==> src/rtl/controlador_acoes.sv <==
// controlador_acoes: speed/action sequencer driven by a speed button and a tick strobe.
// States OFF -> IDLE -> RUN, with an optional SLEEP state after a number of
// button-free action laps. The sleep feature is built only when the macro
// AUTO_SLEEP_EN is defined; the default build has no lap counter and never sleeps.
// Every output comes straight from a register.
module controlador_acoes #(
  parameter int NUM_ACTS   = 6,
  parameter int SLEEP_LAPS = 8
) (
  input  logic       clk,
  input  logic       rst_but,
  input  logic       on_off,
  input  logic       tick,
  input  logic       btn_spd,
  output logic [1:0] spd,
  output logic [2:0] act,
  output logic       act_stb,
  output logic [1:0] state
);

  typedef enum logic [1:0] {
    ST_OFF   = 2'b00,
    ST_IDLE  = 2'b01,
    ST_RUN   = 2'b10,
    ST_SLEEP = 2'b11
  } state_t;

  localparam logic [2:0] LAST_ACT = 3'(NUM_ACTS - 1);

  state_t     state_q, state_d;
  logic [1:0] spd_q, spd_d;
  logic [2:0] act_q, act_d;
  logic       stb_q, stb_d;
  logic [1:0] presc_q, presc_d;
  logic       btn_prev_q, btn_prev_d;
  logic       btn_edge;
  logic [1:0] presc_last;
  logic       act_wrap;

`ifdef AUTO_SLEEP_EN
  localparam logic [3:0] SLEEP_LAPS_C = 4'(SLEEP_LAPS);
  logic [3:0] lap_q, lap_d;
`endif

  assign btn_edge = btn_spd & ~btn_prev_q;
  assign act_wrap = (act_q == LAST_ACT);

  // Last prescaler value of an action period: 4, 2 or 1 ticks per action.
  always_comb begin
    case (spd_q)
      2'd1:    presc_last = 2'd3;
      2'd2:    presc_last = 2'd1;
      default: presc_last = 2'd0;
    endcase
  end

  // Next-state logic: button edge beats tick, on_off=0 beats everything.
  always_comb begin
    state_d    = state_q;
    spd_d      = spd_q;
    act_d      = act_q;
    stb_d      = 1'b0;
    presc_d    = presc_q;
    btn_prev_d = btn_spd;
`ifdef AUTO_SLEEP_EN
    lap_d      = lap_q;
`endif

    if (!on_off) begin
      state_d = ST_OFF;
      spd_d   = 2'd0;
      act_d   = 3'd0;
      presc_d = 2'd0;
`ifdef AUTO_SLEEP_EN
      lap_d   = 4'd0;
`endif
    end else begin
      case (state_q)
        ST_OFF: begin
          // Power-up cycle: a coincident button edge is deliberately dropped.
          state_d = ST_IDLE;
        end
        ST_IDLE: begin
          if (btn_edge) begin
            state_d = ST_RUN;
            spd_d   = 2'd1;
            presc_d = 2'd0;
`ifdef AUTO_SLEEP_EN
            lap_d   = 4'd0;
`endif
          end
        end
        ST_RUN: begin
          if (btn_edge) begin
            presc_d = 2'd0;
`ifdef AUTO_SLEEP_EN
            lap_d   = 4'd0;
`endif
            if (spd_q == 2'd3) begin
              state_d = ST_IDLE;
              spd_d   = 2'd0;
            end else begin
              spd_d = spd_q + 2'd1;
            end
`ifdef AUTO_SLEEP_EN
          end else if (lap_q == SLEEP_LAPS_C) begin
            state_d = ST_SLEEP;
            spd_d   = 2'd0;
            act_d   = 3'd0;
            presc_d = 2'd0;
            lap_d   = 4'd0;
`endif
          end else if (tick) begin
            if (presc_q == presc_last) begin
              presc_d = 2'd0;
              stb_d   = 1'b1;
              act_d   = act_wrap ? 3'd0 : act_q + 3'd1;
`ifdef AUTO_SLEEP_EN
              if (act_wrap) lap_d = lap_q + 4'd1;
`endif
            end else begin
              presc_d = presc_q + 2'd1;
            end
          end
        end
`ifdef AUTO_SLEEP_EN
        ST_SLEEP: begin
          if (btn_edge) begin
            state_d = ST_RUN;
            spd_d   = 2'd1;
            presc_d = 2'd0;
            lap_d   = 4'd0;
          end
        end
`endif
        default: begin
          state_d = ST_OFF;
          spd_d   = 2'd0;
          act_d   = 3'd0;
          presc_d = 2'd0;
        end
      endcase
    end
  end

  // State register with synchronous active-low reset; btn_prev resets high
  // so a button held through reset release is not seen as an edge.
  always_ff @(posedge clk) begin
    if (!rst_but) begin
      state_q    <= ST_OFF;
      spd_q      <= 2'd0;
      act_q      <= 3'd0;
      stb_q      <= 1'b0;
      presc_q    <= 2'd0;
      btn_prev_q <= 1'b1;
`ifdef AUTO_SLEEP_EN
      lap_q      <= 4'd0;
`endif
    end else begin
      state_q    <= state_d;
      spd_q      <= spd_d;
      act_q      <= act_d;
      stb_q      <= stb_d;
      presc_q    <= presc_d;
      btn_prev_q <= btn_prev_d;
`ifdef AUTO_SLEEP_EN
      lap_q      <= lap_d;
`endif
    end
  end

  assign spd     = spd_q;
  assign act     = act_q;
  assign act_stb = stb_q;
  assign state   = state_q;

endmodule

==> config.mk <==
export PLATFORM = sky130hd
export DESIGN_NAME = controlador_acoes
export DESIGN_NICKNAME = d
export VERILOG_FILES = /design/src/rtl/controlador_acoes.sv
export SDC_FILE = /design/constraint.sdc
export NUM_CORES = 1
export LEC_CHECK = 0
export ABC_AREA = 1
export ABC_CLOCK_PERIOD_IN_PS = 4150
export CORE_MARGIN = 4
export CORE_UTILIZATION = 40
export DETAILED_ROUTE_END_ITERATION = 10
export GPL_ROUTABILITY_DRIVEN = 0
export SLEW_MARGIN = 20
export SYNTH_ARGS = -nofsm -noshare
export SYNTH_HDL_FRONTEND = slang
export SYNTH_SLANG_ARGS = --single-unit
==> constraint.sdc <==
create_clock -name clk -period 4.15 [get_ports clk]
set_clock_uncertainty 0.15 [all_clocks]
set_input_delay 0.415 -clock clk [delete_from_list [all_inputs] [get_ports clk]]
set_output_delay 0.415 -clock clk [all_outputs]
set_load 0.01 [all_outputs]
==> flow_summary.yaml, run 1 <==
outcome:
  outcome: "finished, final reports clean"
synthesis:
  synthArstFlopShare_pct: 0
  synth_top_area_cell: "dfxtp_1"
  synthCells: 100
  ys_seq_area_share_pct: 34.0
  synthTopCellsByArea: "dfxtp_1 (34%), nand2_1 (15%), inv_1 (9.9%), ha_1 (9.7%), nand3_1 (7.7%)"
  ys_types: 15
  yosys_warnings: 0
  synth_top_area_share_pct: 34.0
  synthTopCellsByCount: "nand2_1 (25), inv_1 (17), dfxtp_1 (11), nor2_1 (11), nand3_1 (10)"
  syn_avg_cell_area_um2: 6.47
  ys.flop_type: "dfxtp_1"
  ys_ff_latch: 11
  syn_area_um2: 647
  synth_edf_count: 0
  synth_nets: 110
  yosysMostFrequentCell: "nand2_1"
clock_network:
  cts_resized: 0
  clk_root_buffer_cell: "clkbuf_4"
  cts_hold_buf: 0
  cts.path.max_buffers: 2
  insertion_delay_ps: 270
  cts_tree: "built"
  h-tree-depth: 1
  clock-sinks: 11
  clk_pin_slew_worst_paths_ps: 70
  post_cts_buffers: 0
  cts_buffers: 3
critical_path:
  cp-start-kind: "register"
  crit_buf_inv: 1
  r2r_start: "state[0]"
  r2r-end: "state[0]"
  path_delay_family: "buffers and inverters"
  required_ps: 3590
  reg2reg_slack_ps: 2510
  crit_path_max_incr_delay_ps: 580
  path_class: "register to primary output"
  path_max_fanout: 7
  worstSetupEndpointType: "primary output"
  crit_arrival_ps: 1280
  crit_path_top_delay_cell: "clkdlybuf4s50_1"
  path_cells: "clkdlybuf4s50_1"
  reg2reg_depth: 6
route:
  drt_iter0_drc: 14
  drc: 0
  num_vias: 628
  avgRoutedWirePerCell_um: 9.80
  wl_um: 1290
  viasPerCell: 4.76
  firstDrtPassIters: 4
  final_antenna_net_count: 0
final_layout:
  syn2layout_area_growth_pct: 25.7
  final_util_pct: 53.4
  diodes: 0
  drive_above_1_share_pct: 6.03
  fin_area_um2: 813
  final_net_count: 127
  final_cells: 132
place:
  place_area_um2: 787
  dp.cells: 128
  io_buffers: 12
  post-dp-hpwl_um: 981
  post-place-ws_ps: 2380
hold_path:
  min_to: "presc_q[1]"
  worstHoldStart: "presc_q[1]"
  min_path_cells: 2
  hold_class: "register to register"
sta:
  timing.fmax_mhz: 541
  layout_setup_ws_ps: 2300
  setup_violations: 0
  hold_viol: 0
  whs_ps: 359
  relSlewSlack_pct: 82.9
  period_share_pct: 44.5
  fin_crit_ps: 1850
  rsz0062_at_grt: "false"
  worst_pin_slew_ps: 253
  finalSetupTns_ps: 0
  slew_violations: 0
floorplanning:
  dieWidth_um: 48.2
  rows: 14
  die_area_um2: 2320
  initial_utilization_pct: 42.4
  io_pins: 13
  fp.dieH_um: 48.2
  core_area_um2: 1520
global_routing:
  grt_usage_pct: 13.7
  grt_pass1_vias: 543
  grt_overflow_total: 0
  grt_pass1_wl_um: 2140
  grt_max_degree: 8
  antenna_found_initial: 0
power_and_ir_drop:
  p_total_mw: 0.270
  power_density_nw_per_um2: 332
  leakage_nw: 0.388
  peakVddDrop_uv: 163
job:
  maxCapViolCount: 0
## placed cells by master (no fill, tap or decap), drive strengths merged
| master | Yosys | final |
|---|---|---|
| nand3 | 10 | 10 |
| o21ai | 6 | 6 |
| dfxtp | 11 | 11 |
| or2 | 2 | 2 |
| inv | 18 | 18 |
| clkdlybuf4s50 | 0 | 12 |
| nor3 | 3 | 3 |
| ha | 5 | 5 |
| nand2 | 26 | 26 |
| a21oi | 7 | 7 |
| xor2 | 1 | 1 |
| nor2 | 11 | 11 |
| clkbuf | 0 | 4 |
## layer usage
metal | vias to the layer above | wire length [um] | track usage (%)
met1 | 269 | 653 | 17.1
met4 | 0 | 26 | 9.14
met3 | 4 | 44 | 4.80
li1 | 346 | - | -
met5 | - | 0 | 0
met2 | 9 | 569 | 19.5
## final cells by class
type | count | area [um^2]
sequential | 11 | 220
tap | 16 | 20.0
fill | 167 | 711
timing repair buffer | 12 | 120
inverter | 18 | 67.6
clock buffer | 4 | 26.3
multi-input combinational | 71 | 359
## report_power, final
group	internal, mW	switching [mW]
clock network	0.0372	0.0359
registers	0.112	0.00655
logic	0.0335	0.0447
total	0.183	0.0871
## worst reg2reg max path, cell delays in order (launching register included)
cell and delay, ps:
dfxtp_1 360, inv_1 80, ha_1 280, o21ai_0 230
nand2_1 120, o21ai_0 250, a21oi_1 60
## registers in the layout (all words and copies together) (netlist names)
| name | flops |
|---|---|
| act | 3 |
| presc_q | 2 |
| spd | 2 |
| state | 2 |
| act_stb | 1 |
| btn_prev_q | 1 |
## worst max path at each step
stage,end,slack (ps),depth (start not counted),start
finish,act[0],2300,1,act[0]
global placement,spd[1],2400,6,btn_spd
CTS,act[0],2280,1,act[0]
global route,act[0],2240,1,act[0]
floorplan,spd[1],2610,6,state[0]
detailed placement,spd[1],2380,6,btn_spd
## kinds of logic (layout without fill, tap and decap cells)
| logic type | count (synthesis) | after routing | share of synthesized area (%) |
|---|---|---|---|
| simple gates | 52 | 52 | 33.9 |
| buf+inv | 18 | 34 | 10.4 |
| compound gates | 13 | 13 | 10.6 |
| flops | 11 | 11 | 34.0 |
| fa+ha+maj | 5 | 5 | 9.67 |
| xor+xnor | 1 | 1 | 1.35 |
Power figures use the tool's default switching activity.
==> run 2: changes to the inputs <==
--- a/config.mk
+++ b/config.mk
@@ -6,11 +6,12 @@
 export NUM_CORES = 1
 export LEC_CHECK = 0
 export ABC_AREA = 1
-export ABC_CLOCK_PERIOD_IN_PS = 4150
+export ABC_CLOCK_PERIOD_IN_PS = 1550
 export CORE_MARGIN = 4
 export CORE_UTILIZATION = 40
 export DETAILED_ROUTE_END_ITERATION = 10
 export GPL_ROUTABILITY_DRIVEN = 0
+export PLACE_DENSITY = 0.67
 export SLEW_MARGIN = 20
 export SYNTH_ARGS = -nofsm -noshare
 export SYNTH_HDL_FRONTEND = slang
==> constraint.sdc (replaced) <==
create_clock -name clk -period 1.55 [get_ports clk]
set_clock_uncertainty 0.15 [all_clocks]
set_input_delay 0.155 -clock clk [delete_from_list [all_inputs] [get_ports clk]]
set_output_delay 0.155 -clock clk [all_outputs]
set_load 0.01 [all_outputs]
==> flow_summary.yaml, run 2 (same netlist as run 1, synthesis figures left out) <==
critical_path:
  reg2reg_depth: 7
  r2r-end: "spd[1]"
  worstSetupEndpointType: "primary output"
  path_delay_family: "buffers and inverters"
  r2r_start: "state[1]"
  path_max_fanout: 6
  path_class: "register to primary output"
  path_cells: "clkdlybuf4s50_1"
  crit_arrival_ps: 1190
  cp-start-kind: "register"
  reg2reg_slack_ps: 60
  crit_path_top_delay_cell: "clkdlybuf4s50_1"
  crit_path_max_incr_delay_ps: 550
  required_ps: 1240
  crit_buf_inv: 1
route:
  final_antenna_net_count: 0
  num_vias: 664
  viasPerCell: 4.85
  avgRoutedWirePerCell_um: 11.2
  firstDrtPassIters: 5
  drt_iter0_drc: 17
  drc: 0
  wl_um: 1530
final_layout:
  layout_commonest_cell: "nand2_1"
  final_net_count: 132
  diodes: 0
  drive_above_1_share_pct: 24.8
  fin_area_um2: 908
  final_util_pct: 59.6
  fill_cells: 160
  final_cell_mix: "nand2_1 (21), inv_1 (15), nor2_1 (10), nand3_1 (10), clkdlybuf4s50_1 (9)"
  final_cells: 137
  largest_reg_flops: 3
  syn2layout_area_growth_pct: 40.4
clock_network:
  cts_buffers: 3
  cts_tree: "built"
  cts.path.max_buffers: 2
  h-tree-depth: 1
  clock-sinks: 11
  post_cts_buffers: 0
  clk_root_buffer_cell: "clkbuf_4"
  insertion_delay_ps: 270
  clk_pin_slew_worst_paths_ps: 70
  cts_hold_buf: 0
power_and_ir_drop:
  leakage_nw: 0.443
  power_density_nw_per_um2: 860
  peakVddDrop_uv: 521
sta:
  finalSetupTns_ps: 0
  period_share_pct: 96.2
  fin_crit_ps: 1490
  layout_setup_ws_ps: 58.5
  relSlewSlack_pct: 84.6
  slew_violations: 0
  hold_viol: 0
  rsz0062_at_grt: "true"
  worst_pin_slew_ps: 231
  setup_violations: 0
  timing.fmax_mhz: 670
hold_path:
  worstHoldStart: "rst_but"
  min_to: "btn_prev_q"
  min_path_cells: 2
  hold_class: "primary input to register"
global_routing:
  grt_overflow_total: 0
  grt_max_degree: 8
  antenna_found_initial: 0
  grt_pass1_vias: 603
  grt_pass1_wl_um: 2290
  grt_usage_pct: 14.5
place:
  dp.cells: 133
  post-place-ws_ps: -16.0
  post-dp-hpwl_um: 1130
  place_area_um2: 825
  io_buffers: 12
floorplanning:
  die_area_um2: 2320
  fp.dieH_um: 48.2
  io_pins: 13
  initial_utilization_pct: 42.4
  rows: 14
  dieWidth_um: 48.2
  core_area_um2: 1520
job:
  maxCapViolCount: 0
outcome:
  outcome: "finished, final reports clean"
[run 2: cell types whose count changed in the layout (fill, tap and decap cells not counted), moves of 3 or more]
cell	change
buf_4	+5
ha_1	-4
dfxtp_1	-6
clkdlybuf4s50_1	-3
nand2_1	-4
nand2_2	+4
dfxtp_2	+5
[run 2: what timing repair did]
item	CTS	global route
gates resized for setup	8	17
endpoints found under the hold margin	0	0
endpoints found under the setup margin	9	11
pin swaps	0	5
cloned	0	0
[run 2: worst max path at each step]
stage | start | end | depth (start not counted)
final | act[1] | act[1] | 1
after global routing | spd[0] | state[1] | 6
after CTS | state[1] | spd[1] | 7
after global placement | state[0] | spd[1] | 6
after detailed placement | state[1] | spd[1] | 7
after floorplan | state[0] | spd[1] | 6
[run 2: metal layers]
layer,up-vias,global-route usage [%],share of wire (%)
met1,292,16.5,46
met5,-,0,0
met3,2,3.32,3.6
met2,14,23.7,49
met4,0,9.68,1.2
li1,356,-,-
[run 2: cell type report]
type	count	area (um^2)	area share, %
inverters	18	67.6	7.44
well taps	16	20.0	2.20
flip-flops and latches	11	230	25.3
multi-input cells	71	407	44.8
repair buffers	17	158	17.4
clock buffers	4	26.3	2.89
[run 2: power breakdown]
| group | internal, mW | switching, mW | total [mW] |
|---|---|---|---|
| clock | 0.0995 | 0.102 | 0.201 |
| sequential | 0.302 | 0.0189 | 0.321 |
| combinational | 0.115 | 0.144 | 0.259 |
[run 2: through the flow]
step	power (mW)	hold slack (ps)
5_1_grt	0.832	261
3_5_place_dp	0.555	356
4_1_cts	0.764	260
2_1_floorplan	0.465	73.7
6_report	0.781	258
3_3_place_gp	0.550	345
